File: config.mk
export PLATFORM = sky130hd
export DESIGN_NAME = move_validator
export DESIGN_NICKNAME = d
export VERILOG_FILES = /design/src/rtl/othello_pkg.sv /design/src/rtl/ray_stepper.sv /design/src/rtl/move_validator.sv
export SDC_FILE = /design/constraint.sdc
export NUM_CORES = 1
export LEC_CHECK = 0
export CELL_PAD_IN_SITES_DETAIL_PLACEMENT = 0
export CELL_PAD_IN_SITES_GLOBAL_PLACEMENT = 1
export CORE_ASPECT_RATIO = 0.6
export CORE_MARGIN = 5
export CORE_UTILIZATION = 25
export DETAILED_ROUTE_END_ITERATION = 8
export PLACE_DENSITY_LB_ADDON = 0.1
export SLEW_MARGIN = 15
export SYNTH_ARGS = -nofsm -noshare
export SYNTH_HDL_FRONTEND = slang
export SYNTH_SLANG_ARGS = --single-unit
File: constraint.sdc
create_clock -name clock -period 4.01 [get_ports clock]
set_input_delay 0.6015 -clock clock [delete_from_list [all_inputs] [get_ports clock]]
set_output_delay 0.6015 -clock clock [all_outputs]
set_load 0.005 [all_outputs]
File: src/rtl/othello_pkg.sv
// Shared Othello definitions: cell encodings, ray direction tables, FSM states, address packing.
// Latency: none (declarations and pure functions only).
// Backpressure: not applicable.
package othello_pkg;

    localparam logic [1:0] CELL_EMPTY = 2'b00;
    localparam logic [1:0] CELL_BLACK = 2'b01;
    localparam logic [1:0] CELL_WHITE = 2'b10;

    // Direction order N, NE, E, SE, S, SW, W, NW; N is y-1, E is x+1 (4-bit two's complement)
    localparam logic [3:0] DX [8] = '{4'h0, 4'h1, 4'h1, 4'h1, 4'h0, 4'hF, 4'hF, 4'hF};
    localparam logic [3:0] DY [8] = '{4'hF, 4'hF, 4'h0, 4'h1, 4'h1, 4'h1, 4'h0, 4'hF};

    typedef enum logic [3:0] {
        IDLE      = 4'd0,
        TGT_RD    = 4'd1,
        DIR_INIT  = 4'd2,
        STEP_RD   = 4'd3,
        STEP_EVAL = 4'd4,
        FLIP      = 4'd5,
        NEXT_DIR  = 4'd6,
        PLACE     = 4'd7,
        ACK       = 4'd8,
        REJECT    = 4'd9,
        REJ_WAIT  = 4'd10
    } state_t;

    // Board RAM address is row-major: {y, x}
    function automatic logic [5:0] board_addr(input logic [2:0] x, input logic [2:0] y);
        return {y, x};
    endfunction

    // Encoding 11 is not a legal disc and counts as an empty square
    function automatic logic cell_is_empty(input logic [1:0] c);
        return (c == CELL_EMPTY) || (c == 2'b11);
    endfunction

endpackage

File: src/rtl/ray_stepper.sv
// Advances a board cursor one cell along a ray and flags when it leaves the 8x8 board.
// Latency: combinational.
// Backpressure: none; output follows inputs.
module ray_stepper
    import othello_pkg::*;
(
    input  logic [3:0] cur_x,
    input  logic [3:0] cur_y,
    input  logic [2:0] dir,
    output logic [3:0] nxt_x,
    output logic [3:0] nxt_y,
    output logic       off_board
);

    // Cursor is always on-board, so a step lands in -1..8; both ends set bit 3
    always_comb begin
        nxt_x     = cur_x + DX[dir];
        nxt_y     = cur_y + DY[dir];
        off_board = nxt_x[3] | nxt_y[3];
    end

endmodule

File: src/rtl/move_validator.sv
// Validates an Othello move, flips captured discs along all 8 rays, places the disc, then acks.
// Latency: target read plus one ray scan per direction; at most ~160 cycles with RD_LAT = 1.
// Backpressure: new_move/go are ignored while busy; an illegal move waits in REJ_WAIT for go.
module move_validator
    import othello_pkg::*;
#(
    parameter int RD_LAT = 1,
    parameter int FLIP_W = 5
) (
    input  logic              clock,
    input  logic              reset,
    input  logic              new_move,
    input  logic              player,
    input  logic              go,
    input  logic [2:0]        move_x,
    input  logic [2:0]        move_y,
    output logic [5:0]        rd_addr,
    input  logic [1:0]        rd_data,
    output logic              wr_en,
    output logic [5:0]        wr_addr,
    output logic [1:0]        wr_data,
    output logic              ack,
    output logic              reject,
    output logic              busy,
    output logic [FLIP_W-1:0] flip_count
);

    localparam int LAT_W = (RD_LAT < 1) ? 1 : $clog2(RD_LAT + 1);

    state_t            state, state_nxt;
    logic              new_move_q, go_q;
    logic              ply;
    logic [2:0]        tx, ty;
    logic [2:0]        dir;
    logic [2:0]        run;
    logic [2:0]        flip_idx;
    logic [FLIP_W-1:0] total;
    logic [LAT_W-1:0]  lat_cnt;
    logic [3:0]        cur_x, cur_y;
    logic [3:0]        flip_x, flip_y;
    logic [3:0]        step_in_x, step_in_y;
    logic [3:0]        step_nx, step_ny;
    logic              step_off;

    logic       nm_rise, go_fall, submit, lat_done;
    logic [1:0] own_col, opp_col;
    logic       cell_own, cell_opp, cell_empty;

    assign nm_rise    = new_move & ~new_move_q;
    assign go_fall    = ~go & go_q;
    assign submit     = ((state == IDLE) && nm_rise) ||
                        ((state == REJ_WAIT) && new_move && go_fall);
    assign lat_done   = (lat_cnt == LAT_W'(RD_LAT));
    assign own_col    = ply ? CELL_WHITE : CELL_BLACK;
    assign opp_col    = ply ? CELL_BLACK : CELL_WHITE;
    assign cell_own   = (rd_data == own_col);
    assign cell_opp   = (rd_data == opp_col);
    assign cell_empty = cell_is_empty(rd_data);

    // One stepper serves both the scan cursor and the flip cursor; they never run together
    assign step_in_x = (state == FLIP) ? flip_x : cur_x;
    assign step_in_y = (state == FLIP) ? flip_y : cur_y;

    ray_stepper u_stepper (
        .cur_x     (step_in_x),
        .cur_y     (step_in_y),
        .dir       (dir),
        .nxt_x     (step_nx),
        .nxt_y     (step_ny),
        .off_board (step_off)
    );

    // State register
    always_ff @(posedge clock or negedge reset) begin
        if (!reset) state <= IDLE;
        else        state <= state_nxt;
    end

    // Next-state and output decode
    always_comb begin
        state_nxt = state;
        wr_en     = 1'b0;
        wr_addr   = 6'd0;
        wr_data   = CELL_EMPTY;
        ack       = 1'b0;
        reject    = 1'b0;
        busy      = 1'b1;
        case (state)
            IDLE: begin
                busy = 1'b0;
                if (nm_rise) state_nxt = TGT_RD;
            end
            TGT_RD: begin
                if (lat_done) state_nxt = cell_empty ? DIR_INIT : REJECT;
            end
            DIR_INIT: state_nxt = STEP_RD;
            STEP_RD: state_nxt = step_off ? NEXT_DIR : STEP_EVAL;
            STEP_EVAL: begin
                if (lat_done) begin
                    if (cell_opp)                    state_nxt = STEP_RD;
                    else if (cell_own && run != 3'd0) state_nxt = FLIP;
                    else                             state_nxt = NEXT_DIR;
                end
            end
            FLIP: begin
                wr_en   = 1'b1;
                wr_addr = board_addr(step_nx[2:0], step_ny[2:0]);
                wr_data = own_col;
                if ((flip_idx + 3'd1) == run) state_nxt = NEXT_DIR;
            end
            NEXT_DIR: begin
                if (dir == 3'd7) state_nxt = (total != '0) ? PLACE : REJECT;
                else             state_nxt = DIR_INIT;
            end
            PLACE: begin
                wr_en     = 1'b1;
                wr_addr   = board_addr(tx, ty);
                wr_data   = own_col;
                state_nxt = ACK;
            end
            ACK: begin
                ack       = 1'b1;
                state_nxt = IDLE;
            end
            REJECT: begin
                reject    = 1'b1;
                state_nxt = REJ_WAIT;
            end
            REJ_WAIT: begin
                busy = 1'b0;
                if (!new_move)    state_nxt = IDLE;
                else if (go_fall) state_nxt = TGT_RD;
            end
            default: begin
                busy      = 1'b0;
                state_nxt = IDLE;
            end
        endcase
    end

    // Datapath: edge detectors, latched move, cursors, counters, read address, result
    always_ff @(posedge clock or negedge reset) begin
        if (!reset) begin
            new_move_q <= 1'b0;
            go_q       <= 1'b0;
            ply        <= 1'b0;
            tx         <= 3'd0;
            ty         <= 3'd0;
            dir        <= 3'd0;
            run        <= 3'd0;
            flip_idx   <= 3'd0;
            total      <= '0;
            lat_cnt    <= '0;
            cur_x      <= 4'd0;
            cur_y      <= 4'd0;
            flip_x     <= 4'd0;
            flip_y     <= 4'd0;
            rd_addr    <= 6'd0;
            flip_count <= '0;
        end else begin
            new_move_q <= new_move;
            go_q       <= go;

            // Only the two read-wait states count; everything else parks at zero
            if ((state == TGT_RD || state == STEP_EVAL) && state_nxt == state)
                lat_cnt <= lat_cnt + LAT_W'(1);
            else
                lat_cnt <= '0;

            if (submit) begin
                ply     <= player;
                tx      <= move_x;
                ty      <= move_y;
                rd_addr <= board_addr(move_x, move_y);
            end

            case (state)
                TGT_RD: begin
                    dir   <= 3'd0;
                    total <= '0;
                end
                DIR_INIT: begin
                    cur_x    <= {1'b0, tx};
                    cur_y    <= {1'b0, ty};
                    flip_x   <= {1'b0, tx};
                    flip_y   <= {1'b0, ty};
                    run      <= 3'd0;
                    flip_idx <= 3'd0;
                end
                STEP_RD: begin
                    if (!step_off) begin
                        cur_x   <= step_nx;
                        cur_y   <= step_ny;
                        rd_addr <= board_addr(step_nx[2:0], step_ny[2:0]);
                    end
                end
                STEP_EVAL: begin
                    if (lat_done && cell_opp) run <= run + 3'd1;
                    if (lat_done && cell_own && run != 3'd0)
                        total <= total + FLIP_W'(run);
                end
                FLIP: begin
                    flip_x   <= step_nx;
                    flip_y   <= step_ny;
                    flip_idx <= flip_idx + 3'd1;
                end
                NEXT_DIR: dir <= dir + 3'd1;
                ACK:      flip_count <= total;
                default: ;
            endcase
        end
    end

endmodule

==> results of run 1 <==
## area by class of cell
class                   count  area, µm²
flip-flops and latches     55       1376
inverters                  14      52.55
well taps                 165      206.4
clock buffers               5      125.1
repair buffers             39      375.4
clock inverters             3      55.05
multi-input cells         251       1647
fillers                  1265       8303
## routing by layer
| metal | track usage | part of all wire | vias to the layer above |
|---|---|---|---|
| met3 | 0.03122 | 0.040 | 7 |
| met4 | 0.03053 | 0.0074 | 0 |
| met2 | 0.1444 | 0.33 | 50 |
| li1 | - | - | 1244 |
| met5 | 0 | 0 | - |
| met1 | 0.2265 | 0.62 | 1200 |
## stage by stage
step | hold slack (ps) | power [µW] | worst slack, ps
floorplan | 305.9 | 1670 | 786.0
finish | 459.2 | 2685 | 259.9
CTS | 483.8 | 2708 | 84.38
detailed placement | 470.6 | 2153 | 438.8
global placement | 461.6 | 2159 | 463.1
global route | 517.5 | 2900 | 57.31
## cells by family after synthesis
group	Yosys count	synth area share
simple gates	132	0.1971
flops	55	0.4398
compound gates	66	0.1427
xor+xnor	14	0.03918
mux	22	0.07517
fa+ha+maj	17	0.07037
buf+inv	28	0.03559
## synth_stat cells (all sizes together)
master   instances
a22o             7
o21a             1
mux2            12
buf              4
a21oi           16
o31ai            3
nor2b            7
a311oi           1
nand3           10
o22ai            1
a21o             2
and2             4
o21ai           15
a22oi            7
mux2i           10
or4              1
nor3b            1
a21bo            1
dfrtp           55
nand2           49
nand4            1
xnor2           10
and3             4
nor2            32
o21bai           1
nor3             5
inv             14
a221oi           1
or3              5
xor2             4
and4bb           1
nand2b           4
a211oi           6
a31oi            2
clkbuf          10
nand3b           1
and4             1
o2111ai          2
nor4             6
fa               1
ha              16
## flip-flops by register name, indices dropped and copies added, names as in the netlist, 4 cells and up
| register | flops |
|---|---|
| state | 4 |
| flip_x | 4 |
| flip_y | 4 |
| cur_y | 4 |
| total | 5 |
| rd_addr | 6 |
| cur_x | 4 |
| flip_count | 5 |
## report_power, final
part | switching, µW | internal [µW]
Combinational | 661 | 529
Sequential | 218 | 742
Clock | 234 | 302
Total | 1110 | 1570
## worst paths after layout
check / startpoint / slack [ps] / cells after the start / to
setup / recovery: state[1] / 260 / 9 / wr_addr[2]
hold / removal: reset / 460 / 1 / lat_cnt
setup reg to reg: state[1] / 690 / 10 / cur_y[3]
hold reg to reg: flip_y[0] / 480 / 2 / flip_y[0]
max in group asynchronous: reset / 2740 / 2 / flip_x[0]
min in group clock: flip_y[0] / 480 / 2 / flip_y[0]
## repair_timing
item	CTS	global route
hold buffers	0	0
endpoints found under the setup margin	0	2
resized for setup	0	3
==> reports/metrics.yaml, run 1 <==
leakagePower_uw: 0.001710
setup_viol: 0
grt_pass1_vias: 2462
clk_latency_ps: 310
dpl_cell_area_mm2: 0.003652
die_h_um: 96.66
path_class: "flop to primary output"
start_util: 0.2578
max_slew.worst_pin.slew_ps: 993.4
die_w_um: 154.4
netlist_area_mm2: 0.003129
finalWirelength_um: 9329
core_mm2: 0.01214
final_common_cell: "dfrtp_1"
end_kind: "primary output"
required_ps: 3410
cts_root_buf: "clkbuf_16"
netlist_top_cells_area: "dfrtp_1 (44%), ha_1 (6.4%), nand2_1 (5.9%)"
drtIter0Drc: 125
cts.sinks: 55
clk_pin_slew_worst_paths_ps: 80
netlist.area_leader.share: 0.4398
crit_family: "simple AND/OR/NAND/NOR gates"
period_needed_ps: 3750
clk_path_buf_depth: 2
route.detailed.drc: 0
dp.cells: 524
syn_to_final_growth_pct: 22.63
instances_no_fill: 532
cp_data_arrival_time_ps: 3150
cpPeakStageDelay_ps: 510
dp_hpwl_um: 7069
placementRows: 31
grt_max_degree: 40
antenna_found_initial: 0
slowest_stage: "and4bb_2"
power_density_mw_per_mm2: 699.8
ant_nets: 0
worstSetupStartpointType: "flop"
cts_setup_buffers: 0
final_hold_viol_count: 0
post-route-cell-area_mm2: 0.003837
fmax_ghz: 0.2667
finClkSkew_ps: 8.288
io_buffers: 35
cp.buffers_inverters: 1
slew_headroom: 0.3378
grt_setup_unrepaired: "false"
crit_chain: "and4bb_2 -> mux2i_1 -> xor2_1 -> ha_1 -> nor2_1 -> xnor2_1 -> nand2_1 -> nand2_1 -> clkdlybuf4s50_1"
tns_ps: 0
gr-usage-all-layers: 0.1289
wl_per_cell_um: 17.54
vias_per_cell: 4.701
drv_slew: 0
ys_ff_latch: 55
synth_top_area_cell: "dfrtp_1"
ir_drop_mv: 0.2401
ys_seq_area_frac: 0.4398
pin_count: 36
final_util: 0.3161
synth.distinct_cells: 47
worstPathMaxFanout: 11
cp_common_cell: "nand2_1"
status: "complete, no violations"
drive_gt1_frac: 0.07629
holdCritPathClass: "input port to asynchronous set/reset pin"
yosysWarnings: 0
cts_tree: "built"
gr-total-overflow: 0
fin_crit_sh: 0.9352
syn_inst: 334
htreeDepth: 2
synth_nets: 364
nets: 396
place.gp.congestion: 0.7608
grt_pass1_wl_um: 14930
numCtsBuffers: 5
cap_violations: 0
final_cell_mix: "dfrtp_1 (55), nand2_1 (48), clkdlybuf4s50_1 (34), nor2_1 (32)"
drt_pass1_iterations: 4
die_area_mm2: 0.01493
antenna_cells: 0
vias: 2501
syn_area_per_cell_um2: 9.369
(Power assumes the default switching activity.)
==> run 2, diff against run 1 <==
CORE_MARGIN = unset   (was 5)
clock period = 3.5 ns   (was 4.01 ns; I/O delays follow)
==> reports/metrics.yaml, run 2 (synthesized netlist as in run 1, its figures left out) <==
tns_ps: 0  # unchanged
pin_count: 36  # unchanged
slew_headroom: 0.4196  # +0.08186
vias_per_cell: 4.673  # -0.59%
status: "complete, no violations"
fmax_ghz: 0.3019
syn_to_final_growth_pct: 28.83
wl_per_cell_um: 17.53  # about the same
clk_latency_ps: 300  # about the same
cts_root_buf: "clkbuf_16"
worstSetupStartpointType: "flop"
dp_hpwl_um: 7251  # +2.6%
startpoint: "state[1]"
gr-usage-all-layers: 0.1547  # +0.02572
pre_cts_ws_ps: 185.3  # -253.5 ps
core_mm2: 0.01214  # unchanged
die_w_um: 146.4  # -5.2%
fill_cells: 1270  # +0.40%
vias: 2561  # +2.4%
drv_slew: 0  # unchanged
top_regs: "rd_addr x6, flip_count x5, total x5"
finClkSkew_ps: 6.005  # -2.283 ps
worstPathMaxFanout: 12  # +1
path_class: "flop to primary output"
route.detailed.drc: 0  # unchanged
die_area_mm2: 0.01298  # -13%
final_hold_viol_count: 0  # unchanged
antenna_found_initial: 0  # unchanged
max_slew.worst_pin.slew_ps: 863.9  # -129.4 ps
clk_path_buf_depth: 2  # unchanged
final_cell_mix: "dfrtp_1 (53), nand2_1 (48), clkdlybuf4s50_1 (34), nor2_1 (32), buf_4 (18)"
top_register: "rd_addr"
drtIter0Drc: 147  # +18%
seq_area_mm2: 0.001379  # +0.18%
finalWirelength_um: 9607  # +3.0%
die_h_um: 88.66  # -8.3%
nets: 412  # +4.0%
largest_register_ffs: 6  # unchanged
start_util: 0.2578  # unchanged
grtUsageMet1: 0.2655  # +0.03892
grt_setup_unrepaired: "false"
power_density_mw_per_mm2: 813.6  # +16%
multi_input_area_mm2: 0.001672  # +1.5%
holdCritPathClass: "input port to asynchronous set/reset pin"
use_met3: 0.02835  # -0.002872
ant_nets: 0  # unchanged
r2r_start: "dir[1]"
htreeDepth: 2  # unchanged
cp_data_arrival_time_ps: 2790  # -360 ps
fin_crit_sh: 0.9465
clk_pin_slew_worst_paths_ps: 80  # about the same
period_needed_ps: 3313
placementRows: 31  # unchanged
place.gp.congestion: 0.7479  # -1.7%
antenna_cells: 0  # unchanged
grt_pass1_vias: 2437  # -1.0%
grt_pass1_wl_um: 14980  # +0.32%
end_kind: "primary output"
hold_buffers: 0  # unchanged
io_buffers: 35  # unchanged
setup_viol: 0  # unchanged
drt_pass1_iterations: 4  # unchanged
leakagePower_uw: 0.001814  # +6.1%
cts_tree: "built"
post-route-cell-area_mm2: 0.004031  # +5.1%
grt_use_met2: 0.1853  # +0.04084
required_ps: 2970  # -440 ps
ir_drop_mv: 0.2905  # +21%
gr-total-overflow: 0  # unchanged
drive_gt1_frac: 0.1253  # +0.04903
grt-busiest-layer: "met1"
cap_violations: 0  # unchanged
final_common_cell: "dfrtp_1"
cts.sinks: 55  # unchanged
grt_max_degree: 26  # -35%
dpl_cell_area_mm2: 0.003755  # +2.8%
final_util: 0.3321  # +0.01597
numCtsBuffers: 5  # unchanged
fin_ws_ps: 187.4  # -72.50 ps
==> run 2: cell count changes in the layout (fill, tap and decap cells not counted), sizes merged <==
| cell | previous run | this run |
|---|---|---|
| clkinv | 2 | 0 |
| bufinv | 1 | 2 |
| clkbuf | 5 | 6 |
| inv | 14 | 15 |
| buf | 5 | 20 |
==> run 2: layer usage <==
layer | vias up | routed length (µm)
met2 | 46 | 3268
met3 | 6 | 270
met5 | - | 0
met1 | 1238 | 6004
met4 | 0 | 64
li1 | 1271 | -
==> run 2: worst max-delay path, stage by stage, from the launching register on <==
cell             delay [ps]
dfrtp_2                 430
and4bb_4                340
buf_12                  150
mux2i_4                 250
xnor2_1                 110
ha_1                    210
a21oi_2                 150
xnor2_2                 160
nand2_1                 120
nand2_1                  80
clkdlybuf4s50_1         490
==> run 2: path summary, 6_finish.rpt <==
check / endpoint / slack (ps) / cells past startpoint
min in group clock: flip_y[0] / 490 / 2
max in group asynchronous: state[1] / 2530 / 2
hold / removal: tx[2] / 230 / 1
setup / recovery: wr_addr[5] / 190 / 10
setup reg to reg: cur_y[3] / 280 / 11
hold reg to reg: flip_y[0] / 490 / 2
==> run 2: cell type report <==
| class | instances | share of cell area |
|---|---|---|
| multi-input cells | 251 | 0.4146 |
| flip-flops and latches | 55 | 0.3420 |
| repair buffers | 55 | 0.1304 |
| well taps | 165 | 0.05121 |
| clock buffers | 5 | 0.03104 |
| clock inverters | 3 | 0.01769 |
| inverters | 14 | 0.01304 |
==> run 2: where the power goes <==
| part | leakage (µW) | switching [µW] | internal, µW |
|---|---|---|---|
| logic | 0.00102 | 807 | 710 |
| registers | 0.000696 | 233 | 852 |
| clock network | 0.0000959 | 261 | 416 |
| total | 0.00181 | 1300 | 1980 |
==> run 2: what timing repair did <==
action                     CTS  global route
setup buffers                2             1
cloned                       0             1
setup endpoints to repair    1             2
pin swaps                    1             1
resized for setup            4             5
==> run 2: through the flow <==
stage | power [µW] | hold slack (ps) | std cells
after floorplan | 1913 | 229.4 | 334
after global placement | 2533 | 466.2 | 536
after detailed placement | 2532 | 468.6 | 536
after CTS | 3254 | 261.3 | 546
after global routing | 3524 | 276.2 | 548
final | 3280 | 234.4 | 548
==> run 3, diff against run 2 <==
CORE_MARGIN = 4   (was unset)
==> reports/metrics.yaml, run 3 (synthesized netlist as in run 1, its figures left out) <==
status: "complete, no violations"
drive_gt1_frac: 0.1351  # +0.009739
crit_chain: "and4bb_4 -> buf_4 -> nand2_1 -> nand2_1 -> ha_1 -> ha_1 -> a21oi_2 -> xnor2_2 -> nand2_1 -> nand2_1 -> clkdlybuf4s50_1"
place.gp.congestion: 0.7578  # +1.3%
cp_data_arrival_time_ps: 2810  # +20 ps
start_util: 0.2578  # unchanged
cts_root_buf: "clkbuf_16"
die_w_um: 152.4  # +4.1%
fmax_ghz: 0.2997  # -0.71%
die_area_mm2: 0.01443  # +11%
largest_register_ffs: 6  # unchanged
slowest_stage: "clkdlybuf4s50_1"
clk_latency_ps: 300  # about the same
ant_nets: 0  # unchanged
top_register: "rd_addr"
dp.cells: 537  # +0.19%
vias_per_cell: 4.635  # -0.83%
syn_to_final_growth_pct: 26.83
swShare: 0.4130  # +0.01605
grt_max_degree: 37  # +42%
drt_pass1_iterations: 4  # unchanged
ir_drop_mv: 0.2891  # -0.48%
instances_no_fill: 550  # +0.36%
clk_pin_slew_worst_paths_ps: 80  # about the same
cp_common_cell: "nand2_1"
max_slew.worst_pin.slew_ps: 856.4  # -7.566 ps
crit_family: "buffers and inverters"
power_density_mw_per_mm2: 789.8  # -2.9%
pin_count: 36  # unchanged
worstPathMaxFanout: 15  # +3
die_h_um: 94.66  # +6.8%
cts.sinks: 55  # unchanged
grt_pass1_wl_um: 14990  # about the same
antenna_found_initial: 0  # unchanged
power_frac_seq: 0.342  # +0.011
leakagePower_uw: 0.001792  # -1.2%
finClkSkew_ps: 7.711  # +1.706 ps
total_power_uw: 3135  # -4.4%
placementRows: 31  # unchanged
holdCritPathClass: "input port to asynchronous set/reset pin"
core_mm2: 0.01214  # unchanged
finalWirelength_um: 9324  # -2.9%
final_common_cell: "dfrtp_1"
antenna_cells: 0  # unchanged
io_buffers: 35  # unchanged
final_hold_viol_count: 0  # unchanged
top_regs: "rd_addr x6, flip_count x5, total x5"
final_cell_mix: "dfrtp_1 (53), nand2_1 (48), clkdlybuf4s50_1 (34), nor2_1 (32), buf_4 (22)"
cp.buffers_inverters: 2  # unchanged
post-route-cell-area_mm2: 0.003969  # -1.6%
worstSetupStartpointType: "flop"
vias: 2549  # -0.47%
hold_buffers: 0  # unchanged
grt_pass1_vias: 2567  # +5.3%
final_util: 0.3269  # -0.005153
cap_violations: 0  # unchanged
drtIter0Drc: 169  # +15%
wl_per_cell_um: 16.95  # -3.3%
route.detailed.drc: 0  # unchanged
slew_headroom: 0.4270  # +0.007366
gr-usage-all-layers: 0.1329  # -0.02182
drv_slew: 0  # unchanged
p_clk_frac: 0.172  # -0.034
p_switching_uw: 1295  # -0.56%
gr-total-overflow: 0  # unchanged
setup_viol: 0  # unchanged
period_needed_ps: 3336  # +23.65 ps
clk_path_buf_depth: 2  # unchanged
tns_ps: 0  # unchanged
numCtsBuffers: 5  # unchanged
seq_area_mm2: 0.001379  # unchanged
fill_cells: 1262  # -0.63%
dpl_cell_area_mm2: 0.003750  # -0.13%
nets: 414  # +0.49%
cpPeakStageDelay_ps: 500  # about the same
htreeDepth: 2  # unchanged
dp_hpwl_um: 7015  # -3.3%
end_kind: "primary output"
fin_crit_sh: 0.9532  # +0.006759
multi_input_area_mm2: 0.001668  # -0.22%
required_ps: 2970  # about the same
internal_power_uw: 1840  # -7.0%
cts_tree: "built"
p_comb_frac: 0.486  # +0.023
path_class: "flop to primary output"
grt_setup_unrepaired: "true"
[run 3: changes by cell type in the layout (fill, tap and decap cells not counted)]
cell	delta
clkinvlp_4	+1
clkinv_4	+1
nor2b_1	-2
buf_12	-1
mux2i_4	-1
clkbuf_16	-1
mux2i_2	+1
nor2b_2	+2
bufinv_16	-2
buf_4	+4
[run 3: final cells by class]
cell class / count / area share
Inverter: 14 / 0.01324
Clock inverter: 3 / 0.006936
Multi-Input combinational cell: 251 / 0.4202
Sequential cell: 55 / 0.3474
Timing Repair Buffer: 57 / 0.1286
Tap cell: 165 / 0.05202
Clock buffer: 5 / 0.03153
[run 3: stage by stage]
stage | setup slack, ps | hold WS, ps
after global placement | 227.9 | 468.5
final | 163.7 | 170.4
after floorplan | 276.0 | 229.4
after detailed placement | 176.3 | 464.1
after CTS | 30.50 | 184.1
after global routing | -38.73 | 205.6
[run 3: timing repair]
action                                  CTS  global route
gates resized for setup                   4             6
endpoints found under the setup margin    2             2
endpoints found under the hold margin     0             0
pin swaps                                 0             1
buffers inserted                          0             5
[run 3: path summary, 6_finish.rpt]
kind                            from          to  slack, ps  cells after the start
max in group asynchronous      reset    state[2]       2420                      2
min in group clock         flip_y[0]   flip_y[0]        490                      2
hold / removal                 reset     lat_cnt        170                      1
setup reg to reg              dir[1]    cur_y[2]        400                     10
setup / recovery            state[3]  wr_addr[5]        160                     11
hold reg to reg            flip_y[0]   flip_y[0]        490                      2
[run 3: routing by layer]
metal / share of wire / track usage
met1: 0.61 / 0.2289
met2: 0.34 / 0.1599
met3: 0.047 / 0.02701
met4: 0.0078 / 0.02446
met5: 0 / 0
[run 3: power by group through the flow]
stage	combinational (µW)	sequential (µW)	clock (µW)
after detailed placement	1440	1080	0
after global placement	1460	1090	0
after CTS	1470	1080	557
after global routing	1700	1100	576
after floorplan	922	991	0
final	1520	1070	539
